[config.mk]
export PLATFORM = sky130hd
export DESIGN_NAME = demux_sel_seq
export DESIGN_NICKNAME = d
export VERILOG_FILES = /design/src/rtl/demux_sel_seq.sv
export SDC_FILE = /design/constraint.sdc
export NUM_CORES = 1
export LEC_CHECK = 0
export CAP_MARGIN = 15
export CORE_MARGIN = 2
export CORE_UTILIZATION = 48
export DETAILED_ROUTE_END_ITERATION = 6
export DONT_BUFFER_PORTS = 1
export SYNTH_ARGS = -nofsm -noshare
export SYNTH_HDL_FRONTEND = slang
export SYNTH_SLANG_ARGS = --single-unit
[constraint.sdc]
create_clock -name clk -period 2.1 [get_ports clk]
set_input_delay 0.315 -clock clk [delete_from_list [all_inputs] [get_ports clk]]
set_output_delay 0.315 -clock clk [all_outputs]
set_load 0.05 [all_outputs]
[src/rtl/demux_sel_seq.sv]
// Request sequencer feeding a 1:4 demux: one-hot select held for HOLD_CYCLES, then GUARD_CYCLES idle.
// Optional macro DEMUX_SEL_SEQ_AUTO_RR_EN replaces in_addr with an internal round-robin channel pointer.
module demux_sel_seq #(
    parameter int HOLD_CYCLES  = 4,
    parameter int GUARD_CYCLES = 1,
    parameter int CNT_W        = 8
) (
    input  logic       clk,
    input  logic       rst_n,
    input  logic       in_valid,
    output logic       in_ready,
    input  logic [1:0] in_addr,
    input  logic       in_data,
    output logic [3:0] sel,
    output logic       dout,
    output logic       busy,
    output logic       done
);

    typedef enum logic [1:0] {
        IDLE  = 2'd0,
        DRIVE = 2'd1,
        GUARD = 2'd2
    } state_t;

    localparam logic [CNT_W-1:0] HOLD_LOAD  = CNT_W'(HOLD_CYCLES - 1);
    localparam logic [CNT_W-1:0] GUARD_LOAD = CNT_W'((GUARD_CYCLES > 0) ? (GUARD_CYCLES - 1) : 0);

    state_t           state_reg, state_next;
    logic [CNT_W-1:0] cnt_reg, cnt_next;
    logic [1:0]       addr_reg, addr_next;
    logic             data_reg, data_next;
    logic [3:0]       sel_reg, sel_next;
    logic             dout_reg, dout_next;
    logic             busy_reg, busy_next;
    logic             done_reg, done_next;
    logic             in_ready_reg, in_ready_next;
    logic             accept;
    logic [1:0]       channel;
    logic [3:0]       onehot_next;

    assign accept = (state_reg == IDLE) && in_valid;

`ifdef DEMUX_SEL_SEQ_AUTO_RR_EN
    logic [1:0] rr_ptr_reg;
    logic       unused_in_addr;

    assign unused_in_addr = ^in_addr;
    assign channel        = rr_ptr_reg;

    always_ff @(posedge clk or negedge rst_n) begin
        if (!rst_n) begin
            rr_ptr_reg <= 2'd0;
        end else if (accept) begin
            rr_ptr_reg <= rr_ptr_reg + 2'd1;
        end
    end
`else
    assign channel = in_addr;
`endif

    // Decoded from the latched address so sel can only ever be one-hot.
    generate
        for (genvar gi = 0; gi < 4; gi++) begin : g_onehot
            assign onehot_next[gi] = (addr_next == 2'(gi));
        end
    endgenerate

    always_comb begin
        state_next = state_reg;
        cnt_next   = cnt_reg;
        addr_next  = addr_reg;
        data_next  = data_reg;
        done_next  = 1'b0;

        case (state_reg)
            IDLE: begin
                if (accept) begin
                    addr_next  = channel;
                    data_next  = in_data;
                    cnt_next   = HOLD_LOAD;
                    state_next = DRIVE;
                end
            end
            DRIVE: begin
                if (cnt_reg == '0) begin
                    done_next = 1'b1;
                    if (GUARD_CYCLES > 0) begin
                        state_next = GUARD;
                        cnt_next   = GUARD_LOAD;
                    end else begin
                        state_next = IDLE;
                        cnt_next   = '0;
                    end
                end else begin
                    cnt_next = cnt_reg - 1'b1;
                end
            end
            GUARD: begin
                if (cnt_reg == '0) begin
                    state_next = IDLE;
                end else begin
                    cnt_next = cnt_reg - 1'b1;
                end
            end
            default: begin
                state_next = IDLE;
                cnt_next   = '0;
            end
        endcase

        // Outputs are precomputed from the next state so they can be registered.
        sel_next      = (state_next == DRIVE) ? onehot_next : 4'b0000;
        dout_next     = (state_next == DRIVE) && data_next;
        busy_next     = (state_next != IDLE);
        in_ready_next = (state_next == IDLE);
    end

    always_ff @(posedge clk or negedge rst_n) begin
        if (!rst_n) begin
            state_reg    <= IDLE;
            cnt_reg      <= '0;
            addr_reg     <= 2'd0;
            data_reg     <= 1'b0;
            sel_reg      <= 4'b0000;
            dout_reg     <= 1'b0;
            busy_reg     <= 1'b0;
            done_reg     <= 1'b0;
            in_ready_reg <= 1'b1;
        end else begin
            state_reg    <= state_next;
            cnt_reg      <= cnt_next;
            addr_reg     <= addr_next;
            data_reg     <= data_next;
            sel_reg      <= sel_next;
            dout_reg     <= dout_next;
            busy_reg     <= busy_next;
            done_reg     <= done_next;
            in_ready_reg <= in_ready_next;
        end
    end

    assign sel      = sel_reg;
    assign dout     = dout_reg;
    assign busy     = busy_reg;
    assign done     = done_reg;
    assign in_ready = in_ready_reg;

endmodule

==> results of run 1 <==
-- logic make-up after synthesis --
kind of cell | share of synthesized area, %
AND/OR/NAND/NOR | 21.4
AO/OA/AOI/OAI | 17.5
flip-flops | 50.8
buffers and inverters | 3.99
multiplexers | 3.02
adder cells (fa/ha/maj) | 2.42
XOR/XNOR | 0.846
-- final timing paths --
kind	start	end	slack, ps	depth (start not counted)
setup / recovery	cnt_reg[1]$_DFFE_PN0P_	cnt_reg[7]$_DFFE_PN0P_	80	4
hold / removal	in_data	data_reg$_DFF_PN0_	170	1
setup reg to reg	cnt_reg[1]$_DFFE_PN0P_	cnt_reg[7]$_DFFE_PN0P_	80	4
hold reg to reg	data_reg$_DFF_PN0_	data_reg$_DFF_PN0_	520	1
max in group asynchronous	rst_n	cnt_reg[0]$_DFFE_PN0P_	880	1
min in group asynchronous	rst_n	cnt_reg[5]$_DFFE_PN0P_	580	1
-- placed cells by master (no fill, tap or decap), drive strengths merged, types with 2 or more instances in the layout --
| master | n |
|---|---|
| dfrtp | 20 |
| buf | 12 |
| a21oi | 9 |
| inv | 9 |
| nor2 | 7 |
| nor3 | 7 |
| o21ai | 4 |
| o32ai | 3 |
| clkbuf | 3 |
| or4 | 3 |
| or3 | 3 |
| nor3b | 2 |
| nand2 | 2 |
| mux2i | 2 |
| nor2b | 2 |
| nand3 | 2 |
| a31oi | 2 |
| ha | 2 |
-- layer usage --
metal  share of wire, %  up-vias  wire length [um]
li1                   -      402                 -
met1                 44      422               972
met2                 51       19              1130
met3                3.3        7                73
met4                2.4        0                53
met5                  0        -                 0
-- timing repair --
item | 4_1_cts | 5_1_grt
hold buffers | 1 | 0
hold endpoints to repair | 21 | 0
endpoints found under the setup margin | 0 | 5
gates resized for setup | 0 | 4
-- area by class of cell --
| cell class | instances | area, um2 |
|---|---|---|
| timing repair buffer | 13 | 100 |
| inverter | 9 | 33.8 |
| sequential | 21 | 528 |
| tap | 27 | 33.8 |
| clock inverter | 1 | 5.00 |
| fill | 183 | 806 |
| clock buffer | 3 | 22.5 |
| multi-input combinational | 69 | 473 |
-- power by group --
part           leakage, nW  total, mW  switching, mW  internal [mW]
Clock               0.0177      0.199          0.127         0.0712
Sequential           0.264      0.873          0.293          0.580
Combinational        0.242       1.08          0.583          0.500
Total                0.524       2.15           1.00           1.15
==> flow_metrics.py, run 1 <==
metrics = {
    "detailed_routing": {
        "drc_errors": 0,
        "drtIter0Drc": 18,
        "routedWlPerCell_um": 15.6,
        "drt_pre_antenna_iters": 4,
        "postRouteAntennaNets": 0,
        "vias": 850,
        "vias_per_cell": 5.94,
        "wirelength_mm": 2.23,
    },
    "floorplan": {
        "die-area_mm2": 0.00255,
        "start_util_pct": 51.8,
        "die_h_um": 50.5,
        "ios": 14,
        "core_mm2": 0.00200,
        "rows": 16,
        "die_x_um": 50.5,
    },
    "global_route": {
        "grt_first_pass_wirelength_mm": 3.91,
        "grt_max_degree": 22,
        "gr-usage-met3_pct": 3.87,
        "grt-ovfl-total": 0,
        "grt_usage_pct": 20.8,
        "grt.met1_usage_pct": 26.0,
        "grtUsageMet2_pct": 33.1,
        "first_global_vias": 891,
        "busiest_layer": "met2",
        "antenna_found_initial": 0,
    },
    "placement": {
        "gp_congestion": 0.925,
        "placed_area_mm2": 0.00115,
        "pre_cts_ws_ps": 92.7,
        "hpwl_mm": 1.65,
        "portBuffers": 0,
        "dp.cells": 138,
    },
    "logic_synthesis": {
        "syn_inst": 101,
        "synthesis.nets": 109,
        "syn_area_mm2": 0.00104,
        "syn_avg_cell_area_um2": 10.3,
        "synth_edf_count": 0,
        "synth_seq_area_share_pct": 50.8,
        "synth_top_area_share_pct": 48.3,
        "yosysWarningCount": 0,
        "synthTopCellsByArea": "dfrtp_1 (48%), a21oi_1 (4.3%), nor3_1 (3.4%), inv_1 (3.3%), dfstp_2 (2.5%)",
        "synthArstFlopShare_pct": 100,
        "synth_commonest_cells": "dfrtp_1 (20), a21oi_1 (9), inv_1 (9)",
        "synth_cell_types": 41,
        "synth_most_common_cell": "dfrtp_1",
        "synth_ff_type": "dfrtp_1",
        "synth_top_cell_by_area": "dfrtp_1",
        "ys_ff_latch": 21,
    },
    "worst_setup_path": {
        "critPathSlowestCell": "or4_4",
        "critical-path-top-delay-family": "simple AND/OR/NAND/NOR gates",
        "crit_type": "register to register",
        "critPathBufInv": 0,
        "crit_path_max_fanout": 4,
        "worstPathRequired_ps": 2340,
        "critPathArrivalTime_ps": 2260,
        "startpoint_type": "register",
        "crit_path_end_kind": "register",
        "cpPeakStageDelay_ps": 500,
        "crit_chain": "or3_4, or4_4, or4b_1, a21oi_1",
    },
    "sta": {
        "setup-violations-final": 0,
        "fmax_ghz": 0.494,
        "drv_slew": 0,
        "hold_slack_ps": 173,
        "fin_skew_ps": 5.20,
        "final_hold_viol_count": 0,
        "period_minus_slack_ps": 2020,
        "finalCritPeriodShare_pct": 96.4,
        "totalNegativeSetupSlack_ps": 0,
        "slew_headroom_pct": 36.6,
        "worstMarginPinSlew_ps": 947,
        "rsz0062_at_grt": "yes",
        "worst_slack_ps": 75.3,
    },
    "finish": {
        "largest_register_ffs": 8,
        "syn2layout_area_growth_pct": 15.5,
        "final-instance-count-excl-fill": 143,
        "fin_area_mm2": 0.00120,
        "drive_above_1_share_pct": 24.1,
        "nets": 125,
        "antenna_cells": 0,
        "post-route-util_pct": 59.8,
    },
    "power": {
        "total_power_mw": 2.15,
        "ir_drop_v": 0.00102,
        "cellPowerDensity_mw_per_mm2": 1800,
        "leakagePower_nw": 0.524,
    },
    "cts": {
        "numCtsBuffers": 3,
        "clock_sinks": 21,
        "cts_max_path_buffers": 2,
        "clkTransAtPathRegs_ps": 120,
        "root_buffer": "clkbuf_4",
        "cts_tree": "done",
        "h-tree-depth": 1,
        "clk_latency_ps": 310,
        "postCtsSetupBuffers": 0,
    },
    "hold_path": {
        "hold_class": "primary input to register",
    },
    "run_status": {
        "status": "complete, no violations",
    },
    "flow_run": {
        "cap_violations": 0,
    },
}
(Power assumes the default switching activity.)
==> run 2: changes to the inputs <==
CORE_UTILIZATION = 44   (was 48)
==> run 2 against run 1 <==
Effect of this change:
- clock power increased by 2%
- register-to-register slack got worse by 20 ps
- count of clock-buffer cells in the layout is the same
- sequential power up 1%
- setup slack lost 19 ps
- global-route usage shrank 1.2 points
- die area rose by 8.4%
- non-clock buffer count did not move
==> flow_metrics.py, run 2 (same netlist as run 1, synthesis figures left out) <==
metrics = {
    "sta": {
        "worst_slack_ps": 56.5,
        "setup-violations-final": 0,
        "fin_skew_ps": 2.50,
        "fmax_ghz": 0.489,
        "slew_headroom_pct": 36.3,
        "drv_slew": 0,
        "period_minus_slack_ps": 2040,
        "finalCritPeriodShare_pct": 97.3,
        "rsz0062_at_grt": "no",
        "totalNegativeSetupSlack_ps": 0,
        "worstMarginPinSlew_ps": 953,
        "final_hold_viol_count": 0,
        "hold_slack_ps": 155,
    },
    "power": {
        "leakagePower_nw": 0.525,
        "p_seq_share_pct": 41.1,
        "total_power_mw": 2.16,
        "p_int_mw": 1.15,
        "cellPowerDensity_mw_per_mm2": 1810,
        "comb_power_share_pct": 49.5,
        "clockPowerShare_pct": 9.4,
        "power.switching_mw": 1.01,
        "ir_drop_v": 0.000948,
        "p_sw_share_pct": 46.7,
    },
    "worst_setup_path": {
        "startpoint_type": "register",
        "crit_path_end_kind": "register",
        "worstPathRequired_ps": 2350,
        "critPathBufInv": 0,
        "crit_chain": "or3_4, or4_4, or4b_1, a21oi_2",
        "critical-path-top-delay-family": "simple AND/OR/NAND/NOR gates",
        "crit_path_max_fanout": 4,
        "cpPeakStageDelay_ps": 510,
        "r2r_slack_ps": 60,
        "crit_type": "register to register",
        "critPathSlowestCell": "or4_4",
        "critPathArrivalTime_ps": 2300,
    },
    "finish": {
        "drive_above_1_share_pct": 23.3,
        "fin_area_mm2": 0.00119,
        "largest_register_ffs": 8,
        "antenna_cells": 0,
        "final-instance-count-excl-fill": 144,
        "final_cell_mix": "dfrtp_1 (20), buf_4 (12), inv_1 (9), a21oi_1 (8)",
        "syn2layout_area_growth_pct": 15.3,
        "layout_commonest_cell": "dfrtp_1",
        "post-route-util_pct": 54.0,
        "nets": 125,
    },
    "floorplan": {
        "die_x_um": 52.5,
        "ios": 14,
        "die-area_mm2": 0.00276,
        "start_util_pct": 46.8,
        "core_mm2": 0.00221,
        "rows": 17,
        "die_h_um": 52.5,
    },
    "cts": {
        "clkTransAtPathRegs_ps": 120,
        "cts_tree": "done",
        "clock_sinks": 21,
        "h-tree-depth": 1,
        "root_buffer": "clkbuf_4",
        "cts_max_path_buffers": 2,
        "clk_latency_ps": 310,
        "numCtsBuffers": 3,
    },
    "detailed_routing": {
        "drtIter0Drc": 14,
        "postRouteAntennaNets": 0,
        "routedWlPerCell_um": 15.5,
        "drc_errors": 0,
        "vias": 823,
        "drt_pre_antenna_iters": 4,
        "vias_per_cell": 5.72,
        "wirelength_mm": 2.24,
    },
    "placement": {
        "hpwl_mm": 1.64,
        "portBuffers": 0,
        "gp_congestion": 0.883,
        "placed_area_mm2": 0.00115,
        "dp.cells": 138,
        "pre_cts_ws_ps": 107,
    },
    "global_route": {
        "grt_usage_pct": 19.6,
        "grt_max_degree": 22,
        "antenna_found_initial": 0,
        "grt-ovfl-total": 0,
        "first_global_vias": 865,
        "grt_first_pass_wirelength_mm": 3.81,
    },
    "hold_path": {
        "hold_class": "primary input to register",
    },
    "run_status": {
        "status": "complete, no violations",
    },
    "flow_run": {
        "cap_violations": 0,
    },
}
[run 2: cell count changes in the layout (fill, tap and decap cells not counted)]
cell and delta:
a21oi_1 -1, a21oi_2 +1, dfrtp_1 +1, dfrtp_2 -1
nor3_1 +1, nor3_2 -1, o21ai_0 +1, o21ai_1 -1
[run 2: final timing paths]
check | start | end | cells past startpoint
max in group asynchronous | rst_n | busy$_DFF_PN0_ | 1
worst min register to register | data_reg$_DFF_PN0_ | data_reg$_DFF_PN0_ | 1
min in group asynchronous | rst_n | cnt_reg[5]$_DFFE_PN0P_ | 1
worst max-delay path | cnt_reg[1]$_DFFE_PN0P_ | cnt_reg[7]$_DFFE_PN0P_ | 4
worst max register to register | cnt_reg[1]$_DFFE_PN0P_ | cnt_reg[7]$_DFFE_PN0P_ | 4
worst min-delay path | in_data | data_reg$_DFF_PN0_ | 1
[run 2: layout make-up]
| cell class | count | area, um2 |
|---|---|---|
| inverters | 9 | 33.8 |
| fillers | 212 | 1020 |
| multi-input cells | 69 | 472 |
| well taps | 28 | 35.0 |
| clock inverters | 1 | 5.00 |
| repair buffers | 13 | 100 |
| flip-flops and latches | 21 | 527 |
| clock buffers | 3 | 22.5 |
[run 2: worst register-to-register path, delay by kind of cell, from the launching register on]
kind	cells	cell delay [ps]
AOI/OAI and AO/OA	1	150
DFF	1	420
and+or+nand+nor	3	1420
[run 2: timing repair]
item / 4_1_cts / 5_1_grt
buffers inserted: 0 / 1
endpoints found under the setup margin: 0 / 4
hold endpoints to repair: 21 / 0
hold buffers: 1 / 0
resized for setup: 0 / 2
[run 2: power by group through the flow]
stage	clock, mW	combinational (mW)	sequential [mW]
after global routing	0.233	1.19	0.908
final	0.203	1.07	0.886
after global placement	0	1.00	0.895
after detailed placement	0	1.02	0.895
after CTS	0.208	1.04	0.886
after floorplan	0	0.722	0.857
[run 2: metal layers]
| metal | part of all wire [%] | track usage, % |
|---|---|---|
| met1 | 43 | 22.0 |
| met4 | 2.0 | 8.97 |
| met5 | 0 | 0 |
| met2 | 52 | 35.0 |
| met3 | 3.4 | 4.29 |
